--- config.mk ---
export PLATFORM = sky130hd
export DESIGN_NAME = tag_slot_sched
export DESIGN_NICKNAME = d
export VERILOG_FILES = /design/src/rtl/tag_slot_sched.sv
export SDC_FILE = /design/constraint.sdc
export NUM_CORES = 1
export LEC_CHECK = 0
export BUFFER_PORTS_ARGS = -buffer_cell sky130_fd_sc_hd__buf_4
export CAP_MARGIN = 20
export CORE_MARGIN = 1
export CORE_UTILIZATION = 45
export CTS_CLUSTER_SIZE = 40
export DETAILED_ROUTE_END_ITERATION = 8
export PLACE_DENSITY_LB_ADDON = 0.12
export SYNTH_ARGS = -nofsm -noshare
export SYNTH_HDL_FRONTEND = slang
export SYNTH_SLANG_ARGS = --single-unit
--- constraint.sdc ---
create_clock -name clk -period 2.3 [get_ports clk]
set_input_delay 0.46 -clock clk [delete_from_list [all_inputs] [get_ports clk]]
set_output_delay 0.46 -clock clk [all_outputs]
set_load 0.05 [all_outputs]
--- src/rtl/tag_slot_sched.sv ---
// Slot scheduler for a tag receiver: waits for a preamble peak, skips a guard
// interval, then walks through cfg_nslots fixed-length location slots per frame.
module tag_slot_sched #(
  parameter int SLOT_LEN    = 262144,
  parameter int NGUARD      = 64,
  parameter int TIMEOUT     = 1048576,
  parameter int NSLOT_WIDTH = 4,
  parameter int CNT_WIDTH   = 24
) (
  input  logic                   clk,
  input  logic                   reset,
  input  logic                   run,
  input  logic                   in_tvalid,
  input  logic                   peak_stb,
  input  logic [NSLOT_WIDTH-1:0] cfg_nslots,
  output logic                   slot_active,
  output logic                   slot_start,
  output logic [NSLOT_WIDTH-1:0] slot_idx,
  output logic                   frame_done,
  output logic                   timeout,
  output logic [15:0]            frame_count,
  output logic [2:0]             sched_state
);

  typedef enum logic [2:0] {
    IDLE  = 3'd0,
    ARMED = 3'd1,
    GUARD = 3'd2,
    SLOT  = 3'd3,
    DONE  = 3'd4
  } state_e;

  localparam logic [CNT_WIDTH-1:0] CNT_ZERO     = {CNT_WIDTH{1'b0}};
  localparam logic [CNT_WIDTH-1:0] CNT_ONE      = CNT_WIDTH'(1);
  localparam logic [CNT_WIDTH-1:0] TIMEOUT_LAST = CNT_WIDTH'(TIMEOUT - 1);
  localparam logic [CNT_WIDTH-1:0] GUARD_LAST   = CNT_WIDTH'(NGUARD - 1);
  localparam logic [CNT_WIDTH-1:0] SLOT_LAST    = CNT_WIDTH'(SLOT_LEN - 1);
  localparam logic [NSLOT_WIDTH-1:0] IDX_ZERO   = {NSLOT_WIDTH{1'b0}};
  localparam logic [NSLOT_WIDTH-1:0] IDX_ONE    = NSLOT_WIDTH'(1);

  state_e                 state_r, state_nxt_s;
  logic [CNT_WIDTH-1:0]   wait_cnt_r, wait_cnt_nxt_s;
  logic [CNT_WIDTH-1:0]   guard_cnt_r, guard_cnt_nxt_s;
  logic [CNT_WIDTH-1:0]   samp_cnt_r, samp_cnt_nxt_s;
  logic [NSLOT_WIDTH-1:0] nslots_r, nslots_nxt_s;
  logic [NSLOT_WIDTH-1:0] slot_idx_r, slot_idx_nxt_s;
  logic [15:0]            frame_count_r, frame_count_nxt_s;
  logic                   slot_active_r, slot_start_r, frame_done_r, timeout_r;
  logic                   slot_start_nxt_s, frame_done_nxt_s, timeout_nxt_s;
  logic                   peak_s, wait_expire_s, guard_last_s, slot_end_s, last_slot_s;
  logic [NSLOT_WIDTH:0]   slot_num_s;

  assign peak_s        = in_tvalid & peak_stb;
  assign wait_expire_s = (wait_cnt_r == TIMEOUT_LAST);
  assign guard_last_s  = (guard_cnt_r == GUARD_LAST);
  assign slot_end_s    = (samp_cnt_r == SLOT_LAST);
  // nslots_r is never 0 while in SLOT, so "idx+1 >= nslots" marks the final slot
  assign slot_num_s    = {1'b0, slot_idx_r} + {1'b0, IDX_ONE};
  assign last_slot_s   = (slot_num_s >= {1'b0, nslots_r});

  // State and all registered outputs/counters
  always_ff @(posedge clk) begin
    if (reset) begin
      state_r       <= IDLE;
      wait_cnt_r    <= CNT_ZERO;
      guard_cnt_r   <= CNT_ZERO;
      samp_cnt_r    <= CNT_ZERO;
      nslots_r      <= IDX_ZERO;
      slot_idx_r    <= IDX_ZERO;
      frame_count_r <= 16'd0;
      slot_active_r <= 1'b0;
      slot_start_r  <= 1'b0;
      frame_done_r  <= 1'b0;
      timeout_r     <= 1'b0;
    end else begin
      state_r       <= state_nxt_s;
      wait_cnt_r    <= wait_cnt_nxt_s;
      guard_cnt_r   <= guard_cnt_nxt_s;
      samp_cnt_r    <= samp_cnt_nxt_s;
      nslots_r      <= nslots_nxt_s;
      slot_idx_r    <= slot_idx_nxt_s;
      frame_count_r <= frame_count_nxt_s;
      slot_active_r <= (state_nxt_s == SLOT);
      slot_start_r  <= slot_start_nxt_s;
      frame_done_r  <= frame_done_nxt_s;
      timeout_r     <= timeout_nxt_s;
    end
  end

  // Next-state decision
  always_comb begin
    state_nxt_s = state_r;
    if (!run) begin
      state_nxt_s = IDLE;
    end else begin
      case (state_r)
        IDLE:  state_nxt_s = ARMED;
        ARMED: if (peak_s) state_nxt_s = GUARD; else state_nxt_s = ARMED;
        GUARD: if (in_tvalid && guard_last_s) state_nxt_s = SLOT; else state_nxt_s = GUARD;
        SLOT: begin
          if (in_tvalid && slot_end_s && last_slot_s) state_nxt_s = DONE;
          else state_nxt_s = SLOT;
        end
        DONE:    state_nxt_s = ARMED;
        default: state_nxt_s = IDLE;
      endcase
    end
  end

  // Counter updates and next values of the pulse outputs
  always_comb begin
    wait_cnt_nxt_s    = wait_cnt_r;
    guard_cnt_nxt_s   = guard_cnt_r;
    samp_cnt_nxt_s    = samp_cnt_r;
    nslots_nxt_s      = nslots_r;
    slot_idx_nxt_s    = slot_idx_r;
    frame_count_nxt_s = frame_count_r;
    slot_start_nxt_s  = 1'b0;
    frame_done_nxt_s  = 1'b0;
    timeout_nxt_s     = 1'b0;
    if (!run) begin
      wait_cnt_nxt_s  = CNT_ZERO;
      guard_cnt_nxt_s = CNT_ZERO;
      samp_cnt_nxt_s  = CNT_ZERO;
      slot_idx_nxt_s  = IDX_ZERO;
    end else begin
      case (state_r)
        IDLE: begin
          wait_cnt_nxt_s  = CNT_ZERO;
          guard_cnt_nxt_s = CNT_ZERO;
          samp_cnt_nxt_s  = CNT_ZERO;
        end
        ARMED: begin
          if (peak_s) begin
            wait_cnt_nxt_s  = CNT_ZERO;
            guard_cnt_nxt_s = CNT_ZERO;
            nslots_nxt_s    = (cfg_nslots == IDX_ZERO) ? IDX_ONE : cfg_nslots;
          end else if (in_tvalid && wait_expire_s) begin
            wait_cnt_nxt_s = CNT_ZERO;
            timeout_nxt_s  = 1'b1;
          end else if (in_tvalid) begin
            wait_cnt_nxt_s = wait_cnt_r + CNT_ONE;
          end else begin
            wait_cnt_nxt_s = wait_cnt_r;
          end
        end
        GUARD: begin
          if (in_tvalid && guard_last_s) begin
            guard_cnt_nxt_s  = CNT_ZERO;
            samp_cnt_nxt_s   = CNT_ZERO;
            slot_idx_nxt_s   = IDX_ZERO;
            slot_start_nxt_s = 1'b1;
          end else if (in_tvalid) begin
            guard_cnt_nxt_s = guard_cnt_r + CNT_ONE;
          end else begin
            guard_cnt_nxt_s = guard_cnt_r;
          end
        end
        SLOT: begin
          if (in_tvalid && slot_end_s) begin
            samp_cnt_nxt_s = CNT_ZERO;
            if (last_slot_s) begin
              frame_done_nxt_s  = 1'b1;
              frame_count_nxt_s = frame_count_r + 16'd1;
            end else begin
              slot_idx_nxt_s   = slot_idx_r + IDX_ONE;
              slot_start_nxt_s = 1'b1;
            end
          end else if (in_tvalid) begin
            samp_cnt_nxt_s = samp_cnt_r + CNT_ONE;
          end else begin
            samp_cnt_nxt_s = samp_cnt_r;
          end
        end
        DONE: wait_cnt_nxt_s = CNT_ZERO;
        default: begin
          wait_cnt_nxt_s  = CNT_ZERO;
          guard_cnt_nxt_s = CNT_ZERO;
          samp_cnt_nxt_s  = CNT_ZERO;
        end
      endcase
    end
  end

  assign slot_active = slot_active_r;
  assign slot_start  = slot_start_r;
  assign slot_idx    = slot_idx_r;
  assign frame_done  = frame_done_r;
  assign timeout     = timeout_r;
  assign frame_count = frame_count_r;
  assign sched_state = state_r;

endmodule
==> flow_summary.ini <==
[status]
status = finished, violations left
violations = DRC, setup timing

[synth]
synth_commonest_cells = dfxtp_1 (103), a21oi_1 (59), nor2_1 (49)
ys_seq_area_frac = 0.382
syn_area_per_cell_um2 = 8.39
synth_enable_flop_cells = 0
ys.warnings.count = 0
synth_nets = 662
ys_types = 61
synth_top_area_share = 0.382
yosysTopAreaCell = dfxtp_1
netlist_top_cells_area = dfxtp_1 (38%), a21oi_1 (5.5%), or4_1 (4.3%)
synth_flop_cell = dfxtp_1
syn_area_um2 = 5400
syn-instance-count = 644
ys_ff_latch = 103
postSynth.asyncResetShare = 0
synth.most_common_cell = dfxtp_1

[grt]
grt_max_degree = 32
grt_pass1_wl_um = 24100
grtUsageMet2 = 0.392
antenna_found_initial = 0
grt.busiest_layer = met2
gr-usage-met3 = 0.0490
grt_overflow = 0
grt_util_met1 = 0.307
grt_pass1_vias = 4940
grt_util_all_layers = 0.238

[setup_path]
critical_path.max_fanout = 5
critPathLaunchType = flop
end_kind = flop
cp.required_ps = 2580
path_class = reg2reg
arrival_ps = 2730

[sta]
max-slew-margin-rel = 0.640
tns_ps = -2870
worst_pin_slew_ps = 526
fin_crit_sh = 1.06
layout_setup_ws_ps = -148
rsz0062_at_grt = yes
setup_viol = 23
hold_slack_ps = 366
drv_slew = 0
period_needed_ps = 2450
fin_worst_skew_ps = 7.91
timing_hold_violations_final = 0
max_freq_ghz = 0.408

[die]
num_io_pins = 36
start_util = 0.467
fp.dieArea_um2 = 12400
rows = 39
core_um2 = 11600
die_h_um = 112
chipWidth_um = 112

[place]
pre_cts_ws_ps = -166
finalWeightedCongestion = 0.802
portBuffers = 35
hpwl_um = 9120

[route]
drc_errors = 6
wl_um = 14600
drt_first_iter_violations = 303
firstDrtPassIters = 7
wl_per_cell_um = 16.9
final_antenna_net_count = 0
dr_total_vias = 5192
via_per_inst = 6.02

[power_and_ir_drop]
power.density_nw_per_um2 = 503
p_leak_nw = 2.20
peakVddDrop_mv = 0.528

[cts]
cts.path.max_buffers = 2
cts-htree-levels = 3
cts_buffers = 9
cts_tree = built
clock_latency_ps = 350
clk_pin_slew_ps = 70
cts_root_buffer = clkbuf_16
cts_num_sinks = 103

[final_layout]
drive_gt1_frac = 0.268
regArea_um2 = 2090
multi_input_area_um2 = 3380
diodes = 0
areaGrowthSynthToFinish_pct = 28.0
layout.nets = 733
fillerInstances = 1019

[job]
max_cap_violations = 0

[worst_hold_path]
hp-class = in2reg
==> cell usage in the layout, fill, tap and decap left out, drive strengths merged, types with 2 or more instances in the layout <==
cell     synthesis  routed
a2111oi          9       9
a211oi           8       8
a21o             2       2
a21oi           60      60
a31o             2       2
a31oi            5       5
a32o             2       2
and2             5       5
and3            11      11
and4            10      10
buf             10      92
clkbuf          25      17
dfxtp          103     103
ha               9       9
inv             10      10
mux2i            3       3
nand2           40      40
nand2b           3       3
nand3           36      36
nand3b           2       2
nand4           27      27
nor2            49      49
nor2b           11      11
nor3            15      15
nor3b            2       2
nor4            11      11
o2111ai          2       2
o21a             4       4
o21ai           34      34
o31ai           29      29
o41ai            2       2
or2              4       4
or3             21      21
or4             32      32
xnor2           25      25
xor2             9       9
==> layer usage <==
metal	vias to the layer above	wire [um]
li1	2582	-
met1	2490	6820
met2	94	7010
met3	26	503
met4	0	237
met5	-	0
==> cells by family after synthesis <==
logic type	synth area share
adders and majority gates	0.0208
DFF	0.382
and+or+nand+nor	0.292
xor gates and xnor gates	0.0551
AOI/OAI and AO/OA	0.193
muxes	0.00764
buffers and inverters	0.0500
==> worst max-delay path, cell delays in order (launching register included) <==
cell and delay [ps]:
dfxtp_2 320, or4_4 510, or4_4 520, o21a_4 280, buf_16 150, or4_1 460, a21oi_1 140
==> final timing paths <==
| path | slack [ps] | to | start | depth (start not counted) |
|---|---|---|---|---|
| setup / recovery | -150 | samp_cnt_r[17]$_SDFFE_PP0P_ | guard_cnt_r[10]$_SDFFE_PP0P_ | 6 |
| hold / removal | 370 | nslots_r[3]$_SDFFE_PP0P_ | cfg_nslots[3] | 3 |
| setup reg to reg | -150 | samp_cnt_r[17]$_SDFFE_PP0P_ | guard_cnt_r[10]$_SDFFE_PP0P_ | 6 |
| hold reg to reg | 470 | samp_cnt_r[23]$_SDFFE_PP0P_ | samp_cnt_r[23]$_SDFFE_PP0P_ | 2 |
==> power breakdown <==
part / switching, mW / internal, mW / total [mW]
logic: 0.108 / 0.0702 / 0.178
clock network: 0.645 / 0.870 / 1.52
registers: 0.00630 / 1.78 / 1.79
==> through the flow <==
stage | total power [mW] | utilization | std cells | cell area [um^2]
floorplan | 1.92 | - | 644 | 5450
global placement | 1.98 | 0.525 | 831 | 6070
detailed placement | 1.98 | 0.525 | 831 | 6070
CTS | 3.52 | 0.578 | 858 | 6680
global route | 3.60 | 0.598 | 862 | 6920
finish | 3.48 | 0.598 | 862 | 6920
==> layout make-up <==
type,count,share of cell area
timing repair buffer,96,0.137
inverter,11,0.00615
tap,143,0.0259
sequential,103,0.302
clock buffer,14,0.0367
multi-input combinational,494,0.489
clock inverter,1,0.00434
==> timing repair <==
item	4_1_cts	5_1_grt
buffers inserted	6	4
cloned	6	2
gates resized for setup	27	58
pin swaps	45	45
endpoints found under the setup margin	31	70
hold buffers	0	0
==> flip-flops by register name, summed over array words and instances, names as in the netlist <==
| name | cells |
|---|---|
| sched_state | 3 |
| timeout | 1 |
| wait_cnt_r | 24 |
| nslots_r | 4 |
| frame_done | 1 |
| slot_start | 1 |
| guard_cnt_r | 24 |
| samp_cnt_r | 24 |
| frame_count | 16 |
| slot_active | 1 |
| slot_idx | 4 |
No activity file was read; power rests on OpenSTA's default activity.
